`config.mk`:
```
export PLATFORM = sky130hd
export DESIGN_NAME = truth_table_probe_flat
export DESIGN_NICKNAME = d
export VERILOG_FILES = /design/src/rtl/truth_table_probe_if.sv /design/src/rtl/truth_table_probe.sv /design/src/flat_wrapper.sv
export SDC_FILE = /design/constraint.sdc
export NUM_CORES = 1
export LEC_CHECK = 0
export CORE_ASPECT_RATIO = 1.25
export CORE_MARGIN = 10
export CORE_UTILIZATION = 30
export DETAILED_ROUTE_END_ITERATION = 7
export PLACE_DENSITY = 0.49
export SYNTH_ARGS = -nofsm -noshare
export SYNTH_HDL_FRONTEND = slang
export SYNTH_SLANG_ARGS = --single-unit
```
`constraint.sdc`:
```
create_clock -name clk -period 5.7 [get_ports clk]
set_input_delay 1.14 -clock clk [delete_from_list [all_inputs] [get_ports clk]]
set_output_delay 1.14 -clock clk [all_outputs]
set_load 0.01 [all_outputs]
```
`src/rtl/truth_table_probe_if.sv`:
```
// Bus between a truth-table probe and the requester / function under test.
// master drives requests, dut_out and code_ready; slave is the probe itself.
interface truth_table_probe_if;
    logic       start;
    logic       dut_in1;
    logic       dut_in2;
    logic       dut_in3;
    logic       dut_out;
    logic       busy;
    logic [7:0] code;
    logic       code_valid;
    logic       code_ready;
    logic       unstable;

    modport master (
        output start, dut_out, code_ready,
        input  dut_in1, dut_in2, dut_in3, busy, code, code_valid, unstable
    );

    modport slave (
        input  start, dut_out, code_ready,
        output dut_in1, dut_in2, dut_in3, busy, code, code_valid, unstable
    );
endinterface

```
`src/rtl/truth_table_probe.sv`:
```
// Sweeps all 8 input rows of a 3-input function, majority-votes its output per row
// and returns the reconstructed 8-bit truth table through a valid/ready handshake.
module truth_table_probe #(
    parameter int unsigned SETTLE_CYCLES = 3,
    parameter int unsigned SAMPLES       = 3
) (
    input  logic                clk,
    input  logic                reset,
    truth_table_probe_if.slave  bus
);

    localparam int unsigned CNT_W  = 8;
    localparam int unsigned ONES_W = 4;
    localparam int unsigned ROW_W  = 3;
    localparam int unsigned CODE_W = 8;

    localparam logic [1:0] S_IDLE   = 2'd0;
    localparam logic [1:0] S_SETTLE = 2'd1;
    localparam logic [1:0] S_SAMPLE = 2'd2;
    localparam logic [1:0] S_HOLD   = 2'd3;

    localparam logic [CNT_W-1:0]  SETTLE_LAST = CNT_W'(SETTLE_CYCLES - 1);
    localparam logic [CNT_W-1:0]  SAMPLE_LAST = CNT_W'(SAMPLES - 1);
    localparam logic [ONES_W-1:0] ONES_HALF   = ONES_W'(SAMPLES / 2);
    localparam logic [ONES_W-1:0] ONES_ALL    = ONES_W'(SAMPLES);
    localparam logic [ROW_W-1:0]  ROW_LAST    = 3'd7;

    logic [1:0]        r_state,      w_state_nxt;
    logic [ROW_W-1:0]  r_row,        w_row_nxt;
    logic [CNT_W-1:0]  r_cnt,        w_cnt_nxt;
    logic [ONES_W-1:0] r_ones,       w_ones_nxt;
    logic [CODE_W-1:0] r_code,       w_code_nxt;
    logic              r_unstable,   w_unstable_nxt;
    logic              r_code_valid, w_code_valid_nxt;
    logic              r_busy,       w_busy_nxt;
    logic [ROW_W-1:0]  r_dut_in,     w_dut_in_nxt;
    logic [1:0]        r_rst_sync;

    logic              w_start;
    logic [ONES_W-1:0] w_ones_tot;

    // Start is blocked until reset release has passed through two flops.
    assign w_start    = bus.start & ~r_rst_sync[1];
    assign w_ones_tot = r_ones + ONES_W'(bus.dut_out);

    always_ff @(posedge clk or posedge reset) begin
        if (reset) begin
            r_rst_sync <= 2'b11;
        end else begin
            r_rst_sync <= {r_rst_sync[0], 1'b0};
        end
    end

    always_ff @(posedge clk or posedge reset) begin
        if (reset) begin
            r_state      <= S_IDLE;
            r_row        <= '0;
            r_cnt        <= '0;
            r_ones       <= '0;
            r_code       <= '0;
            r_unstable   <= 1'b0;
            r_code_valid <= 1'b0;
            r_busy       <= 1'b0;
            r_dut_in     <= '0;
        end else begin
            r_state      <= w_state_nxt;
            r_row        <= w_row_nxt;
            r_cnt        <= w_cnt_nxt;
            r_ones       <= w_ones_nxt;
            r_code       <= w_code_nxt;
            r_unstable   <= w_unstable_nxt;
            r_code_valid <= w_code_valid_nxt;
            r_busy       <= w_busy_nxt;
            r_dut_in     <= w_dut_in_nxt;
        end
    end

    always_comb begin
        w_state_nxt      = r_state;
        w_row_nxt        = r_row;
        w_cnt_nxt        = r_cnt;
        w_ones_nxt       = r_ones;
        w_code_nxt       = r_code;
        w_unstable_nxt   = r_unstable;
        w_code_valid_nxt = r_code_valid;
        w_busy_nxt       = r_busy;

        case (r_state)
            S_IDLE: begin
                if (w_start) begin
                    w_state_nxt    = S_SETTLE;
                    w_row_nxt      = '0;
                    w_cnt_nxt      = '0;
                    w_ones_nxt     = '0;
                    w_code_nxt     = '0;
                    w_unstable_nxt = 1'b0;
                    w_busy_nxt     = 1'b1;
                end
            end
            S_SETTLE: begin
                if (r_cnt == SETTLE_LAST) begin
                    w_state_nxt = S_SAMPLE;
                    w_cnt_nxt   = '0;
                end else begin
                    w_cnt_nxt = r_cnt + 8'd1;
                end
            end
            S_SAMPLE: begin
                w_ones_nxt = w_ones_tot;
                if (r_cnt == SAMPLE_LAST) begin
                    w_code_nxt[3'd7 - r_row] = (w_ones_tot > ONES_HALF);
                    if ((w_ones_tot != '0) && (w_ones_tot != ONES_ALL)) begin
                        w_unstable_nxt = 1'b1;
                    end
                    w_ones_nxt = '0;
                    w_cnt_nxt  = '0;
                    if (r_row == ROW_LAST) begin
                        w_state_nxt      = S_HOLD;
                        w_code_valid_nxt = 1'b1;
                        w_busy_nxt       = 1'b0;
                    end else begin
                        w_row_nxt   = r_row + 3'd1;
                        w_state_nxt = S_SETTLE;
                    end
                end else begin
                    w_cnt_nxt = r_cnt + 8'd1;
                end
            end
            S_HOLD: begin
                // Handshake and a new request on the same edge chain without an IDLE cycle.
                if (bus.code_ready) begin
                    w_code_valid_nxt = 1'b0;
                    if (w_start) begin
                        w_state_nxt    = S_SETTLE;
                        w_row_nxt      = '0;
                        w_cnt_nxt      = '0;
                        w_ones_nxt     = '0;
                        w_code_nxt     = '0;
                        w_unstable_nxt = 1'b0;
                        w_busy_nxt     = 1'b1;
                    end else begin
                        w_state_nxt = S_IDLE;
                    end
                end
            end
            default: begin
                w_state_nxt = S_IDLE;
            end
        endcase

        w_dut_in_nxt = ((w_state_nxt == S_SETTLE) || (w_state_nxt == S_SAMPLE)) ? w_row_nxt : '0;
    end

    assign bus.dut_in1    = r_dut_in[2];
    assign bus.dut_in2    = r_dut_in[1];
    assign bus.dut_in3    = r_dut_in[0];
    assign bus.busy       = r_busy;
    assign bus.code       = r_code;
    assign bus.code_valid = r_code_valid;
    assign bus.unstable   = r_unstable;

endmodule

```
`src/flat_wrapper.sv`:
```
// flat-port wrapper written by rule: the top's interface ports become plain ports
module truth_table_probe_flat 
#(
    parameter int unsigned SETTLE_CYCLES = 3,
    parameter int unsigned SAMPLES       = 3
)
  (clk, reset, bus_start, bus_dut_out, bus_code_ready, bus_dut_in1, bus_dut_in2, bus_dut_in3, bus_busy, bus_code, bus_code_valid, bus_unstable);
  truth_table_probe_if bus_i ();
  input  logic clk;
  input  logic reset;
  input wire logic [$bits(bus_i.start)-1:0] bus_start;
  input wire logic [$bits(bus_i.dut_out)-1:0] bus_dut_out;
  input wire logic [$bits(bus_i.code_ready)-1:0] bus_code_ready;
  output wire logic [$bits(bus_i.dut_in1)-1:0] bus_dut_in1;
  output wire logic [$bits(bus_i.dut_in2)-1:0] bus_dut_in2;
  output wire logic [$bits(bus_i.dut_in3)-1:0] bus_dut_in3;
  output wire logic [$bits(bus_i.busy)-1:0] bus_busy;
  output wire logic [$bits(bus_i.code)-1:0] bus_code;
  output wire logic [$bits(bus_i.code_valid)-1:0] bus_code_valid;
  output wire logic [$bits(bus_i.unstable)-1:0] bus_unstable;
  assign bus_i.start = bus_start;
  assign bus_i.dut_out = bus_dut_out;
  assign bus_i.code_ready = bus_code_ready;
  assign bus_dut_in1 = bus_i.dut_in1;
  assign bus_dut_in2 = bus_i.dut_in2;
  assign bus_dut_in3 = bus_i.dut_in3;
  assign bus_busy = bus_i.busy;
  assign bus_code = bus_i.code;
  assign bus_code_valid = bus_i.code_valid;
  assign bus_unstable = bus_i.unstable;
  truth_table_probe #(.SETTLE_CYCLES(SETTLE_CYCLES), .SAMPLES(SAMPLES)) u_core (.clk(clk), .reset(reset), .bus(bus_i));
endmodule
```
After elaboration in Yosys (flattened, before gate mapping)
Cells that the tools add are included.

Bits in registers: 33. Input bits: 5.

Add/subtract/negate cells: 4. Bitwise operators: 2. Reductions and logical operators: 13. Muxes and demuxes: 42. Order comparisons: 3. Equality and inequality tests: 12.

Operators with widths (number): 2-to-1 mux 8 bit (6); one-hot mux 8 bit (3 select lines) (2); 2-to-1 mux 3 bit (5); 2-to-1 mux 1 bit (13); 2-to-1 mux 4 bit (3); one-hot mux 4 bit (3 select lines) (1); AND reduction 4 bit (3); 2-to-1 mux 2 bit (5); one-hot mux 3 bit (3 select lines) (1); adder 8 x 1 -> 8 bit, second input constant (1); bitwise mux 8 bit (1); equality test 8 x 2 -> 1 bit, second input constant (1); one-hot mux 2 bit (4 select lines) (1); equality test 2 bit, second input constant (3); inequality test 2 x 1 -> 1 bit, second input constant (3); one-hot mux 1 bit (3 select lines) (2); adder 4 x 1 -> 4 bit (1); equality test 2 x 1 -> 1 bit, second input constant (2); > comparator 4 x 1 -> 1 bit, second input constant (1); < comparator 3 x 4 -> 1 bit, second input constant (1); inequality test 4 x 2 -> 1 bit, second input constant (1); nonzero test 4 bit (1); adder 3 x 1 -> 3 bit, second input constant (1); demux 1 bit (select 3 bit) (1); 15 further kinds (16).

Depth between registers and ports, before layout
Word-level depth: 8. Depth in mapped cells: 8. Mapped depth without buffers: 7.

Worst setup path before layout
OpenSTA, ideal clock, no wires.

Path kind: input to register. Start point: in bus_dut_out. End point: reg u_core.r_code[4], in the netlist u_core.bus.code[4]. Cell stages on the path: 7. Data arrival time: 2334 ps. Library setup time: 132 ps. Slack: 3234 ps. Cell sequence: ha_1 ha_1 or3_1 o31ai_1 nand2b_1 nand4_1 o21ai_0.

Longest elaborated chain between the ends: 5.

RTL lines: start: declaration (RTL line flat_wrapper.sv:12) `input wire logic [$bits(bus_i.dut_out)-1:0] bus_dut_out;`; adder 4 x 1 -> 4 bit (RTL line truth_table_probe.sv:44) `assign w_ones_tot = r_ones + ONES_W'(bus.dut_out);`; > comparator 4 x 1 -> 1 bit (RTL line truth_table_probe.sv:111) `w_code_nxt[3'd7 - r_row] = (w_ones_tot > ONES_HALF);`; bitwise mux 8 bit (RTL line truth_table_probe.sv:111); 2-to-1 mux 8 bit (RTL line truth_table_probe.sv:110) `if (r_cnt == SAMPLE_LAST) begin`; one-hot mux 8 bit (3 select lines) (RTL line truth_table_probe.sv:88) `case (r_state)`; end signal: assignment (RTL line truth_table_probe.sv:70) `r_code <= w_code_nxt;`; end: declaration (RTL line truth_table_probe.sv:32) `logic [CODE_W-1:0] r_code, w_code_nxt;`.

Every way passes these cells. The select of a mux whose other input is x is not followed. A chain may end at the register's enable or synchronous reset.

Final worst setup path
Start point: in bus_code_ready. End point: reg u_core.r_code[7], in the netlist u_core.bus.code[7].

Longest elaborated chain between the ends: 2.

RTL lines: start: declaration (RTL line flat_wrapper.sv:13) `input wire logic [$bits(bus_i.code_ready)-1:0] bus_code_ready;`; inequality test 2 bit (no source line); AND reduction 3 bit (no source line).

Every way passes these cells.

==> impl_metrics.json <==
{
  "hold_viol": 0,
  "syn_avg_cell_area_um2": 9.03,
  "wl_per_cell_um": 13.6,
  "holdPathEnd": "u_core.r_rst_sync[1]$_DFF_PP1_",
  "worst_r2r_startpoint": "u_core.r_state[0]$_DFF_PP0_",
  "status": "complete, no violations",
  "grt_pass1_wl_um": 7480,
  "switching_share_pct": 40.6,
  "switchingPower_mw": 0.343,
  "critPathTopFamily": "compound AO/OA/AOI/OAI gates",
  "ant_nets": 0,
  "track_usage_pct": 9.35,
  "layout_common_cells": "dfrtp_1 (31), o21ai_0 (26), nand2_1 (24), clkdlybuf4s50_1 (18), inv_1 (13)",
  "p_int_mw": 0.501,
  "nets": 238,
  "antenna_found_initial": 0,
  "synth_enable_flop_cells": 0,
  "p_leak_nw": 0.940,
  "critPathMaxFanout": 7,
  "grt_pass1_vias": 1636,
  "r2r_slack_ns": 2.90,
  "clockBufferDepth": 2,
  "fin_worst_skew_ns": 0.00245,
  "finalMaxSlewViolations": 0,
  "dp_hpwl_um": 3020,
  "crit_required_ns": 5.90,
  "min_delay_path_depth": 0,
  "rows": 31,
  "vias_per_cell": 4.88,
  "hold_buffers": 0,
  "syn_inst": 204,
  "cts_tree": "yes",
  "setup_viol": 0,
  "post_cts_buffers": 0,
  "maxCapViolations": 0,
  "cp_slowest_cell": "a211oi_1",
  "fillers": 646,
  "min_period_ns": 2.94,
  "first_pass_iters": 4,
  "pwr-share-seq_pct": 34.6,
  "async_flop_share_pct": 100,
  "final_common_cell": "dfrtp_1",
  "wl_um": 4170,
  "regArea_um2": 828,
  "ir_worst_vdd_mv": 0.186,
  "placed_cells": 299,
  "worst_setup_path_start_kind": "input port",
  "cts_buffers": 5,
  "initialDrtViolationCount": 75,
  "max_slew_margin_pct": 48.4,
  "max_freq_ghz": 0.340,
  "ys.flop_type": "dfrtp_1",
  "power.total_mw": 0.844,
  "setup_ws_ns": 2.76,
  "synth_top_area_share_pct": 42.1,
  "io_pins": 19,
  "synthDistinctLibCells": 44,
  "min_from": "u_core.r_rst_sync[0]$_DFF_PP1_",
  "layout-drive-gt1-share_pct": 6.67,
  "pwr-share-clk_pct": 23.4,
  "die_h_um": 108,
  "stdcell_area_mm2": 0.00221,
  "yosys_warnings": 0,
  "multi_input_area_um2": 942,
  "cts_max_level": 2,
  "worst_pin_slew_ns": 0.769,
  "num_vias": 1498,
  "tns_ns": 0,
  "crit_arrival_ns": 3.14,
  "insertion_delay_ns": 0.29,
  "pre_cts_ws_ns": 2.45,
  "syn-num-nets": 218,
  "power_per_cell_area_mw_per_mm2": 382,
  "cts_sinks": 33,
  "rsz0062_at_grt": "no",
  "portBuffers": 18,
  "place_area_mm2": 0.00211,
  "path_clk_slew_ns": 0.07,
  "initial_core_util_pct": 31.3,
  "place_congestion": 0.782,
  "area_delta_synth_final_pct": 20.0,
  "r2r-end": "u_core.bus.code[7]$_DFFE_PP0P_",
  "worstPathCellList": "clkdlybuf4s50_1, nor2b_1, a211oi_1, nand4_1, o22ai_1",
  "core_area_mm2": 0.00590,
  "ctsResizeCount": 0,
  "hold_class": "register to register",
  "die_x_um": 90.1,
  "antenna_cells": 0,
  "p_comb_share_pct": 42.1,
  "gr-total-overflow": 0,
  "rr_worst_depth": 6,
  "syn_area_mm2": 0.00184,
  "critPathCaptureType": "register",
  "cts_root_buf": "clkbuf_8",
  "min_period_over_period_pct": 51.6,
  "utilization_pct": 37.5,
  "final_cells": 307,
  "max_stage_delay_ns": 0.66,
  "die_area_mm2": 0.00970,
  "synth_seq_cells": 33,
  "drc_errors": 0,
  "grt_max_degree": 34,
  "whs_ns": 0.356,
  "seq_area_frac_synth_pct": 44.9,
  "synthTopCellsByArea": "dfrtp_1 (42%), o21ai_0 (7.1%), ha_1 (6.1%), nand2_1 (4.9%), a21oi_1 (3.3%)",
  "path_class": "input port to register",
  "cp_num_buf_inv": 1,
  "yosys.area.top_type": "dfrtp_1"
}
## power by group through the flow
stage	Clock [mW]	Sequential, mW	Combinational, mW
after detailed placement	0	0.297	0.359
after CTS	0.203	0.292	0.362
after global routing	0.216	0.297	0.409
final	0.197	0.292	0.355
after floorplan	0	0.292	0.263
after global placement	0	0.296	0.360
## per-layer routing
| metal | track usage [%] | share of wire [%] |
|---|---|---|
| met5 | 0 | 0 |
| met4 | 4.44 | 2.1 |
| met3 | 2.93 | 3.7 |
| met2 | 17.0 | 51 |
| met1 | 9.58 | 43 |
## synth_stat cells (3+ instances only)
library cell,n
dfrtp_1,31
o21ai_0,26
nand2_1,24
nor2b_1,7
o22ai_1,4
nand2b_1,5
nor2_1,11
inv_1,13
o31ai_1,4
or3_1,3
a21oi_1,12
o211ai_1,3
clkbuf_1,5
ha_1,9
nor3_1,3
nand3_1,4
a31oi_1,3
xnor2_1,3
## cell families after synthesis
kind of cell    Yosys count  share of synthesized area [%]
other cells               1                          0.203
flops                    33                           44.9
simple gates             72                           20.2
xor+xnor                  3                           1.43
mux                       2                           1.09
compound gates           65                           22.1
buf+inv                  19                           3.94
fa+ha+maj                 9                           6.11
## worst max-delay path by stage
stage                         from                             end  slack (ns)  cells past startpoint
floorplan              bus_dut_out  u_core.bus.code[4]$_DFFE_PP0P_        3.23                      7
global placement    bus_code_ready  u_core.bus.code[7]$_DFFE_PP0P_        2.52                      5
detailed placement  bus_code_ready  u_core.bus.code[6]$_DFFE_PP0P_        2.45                      6
CTS                 bus_code_ready  u_core.bus.code[7]$_DFFE_PP0P_        2.74                      5
global route        bus_code_ready  u_core.bus.code[4]$_DFFE_PP0P_        2.56                      6
finish              bus_code_ready  u_core.bus.code[7]$_DFFE_PP0P_        2.76                      5
## layout make-up
type                            count  area share [%]
Sequential cell                    33            37.5
Clock buffer                        7            4.36
Inverter                           13            2.21
Clock inverter                      1           0.226
Timing Repair Buffer               19            8.49
Tap cell                           82            4.64
Multi-Input combinational cell    152            42.6
## flip-flops by register name (all words and copies together), names as in the netlist
signal / flops
u_core.bus.code_valid: 1
u_core.r_state: 2
u_core.bus.busy: 1
u_core.r_dut_in: 3
u_core.r_row: 3
u_core.r_cnt: 8
u_core.bus.code: 8
u_core.r_ones: 4
u_core.r_rst_sync: 2
u_core.bus.unstable: 1
Power figures use the tool's default switching activity.
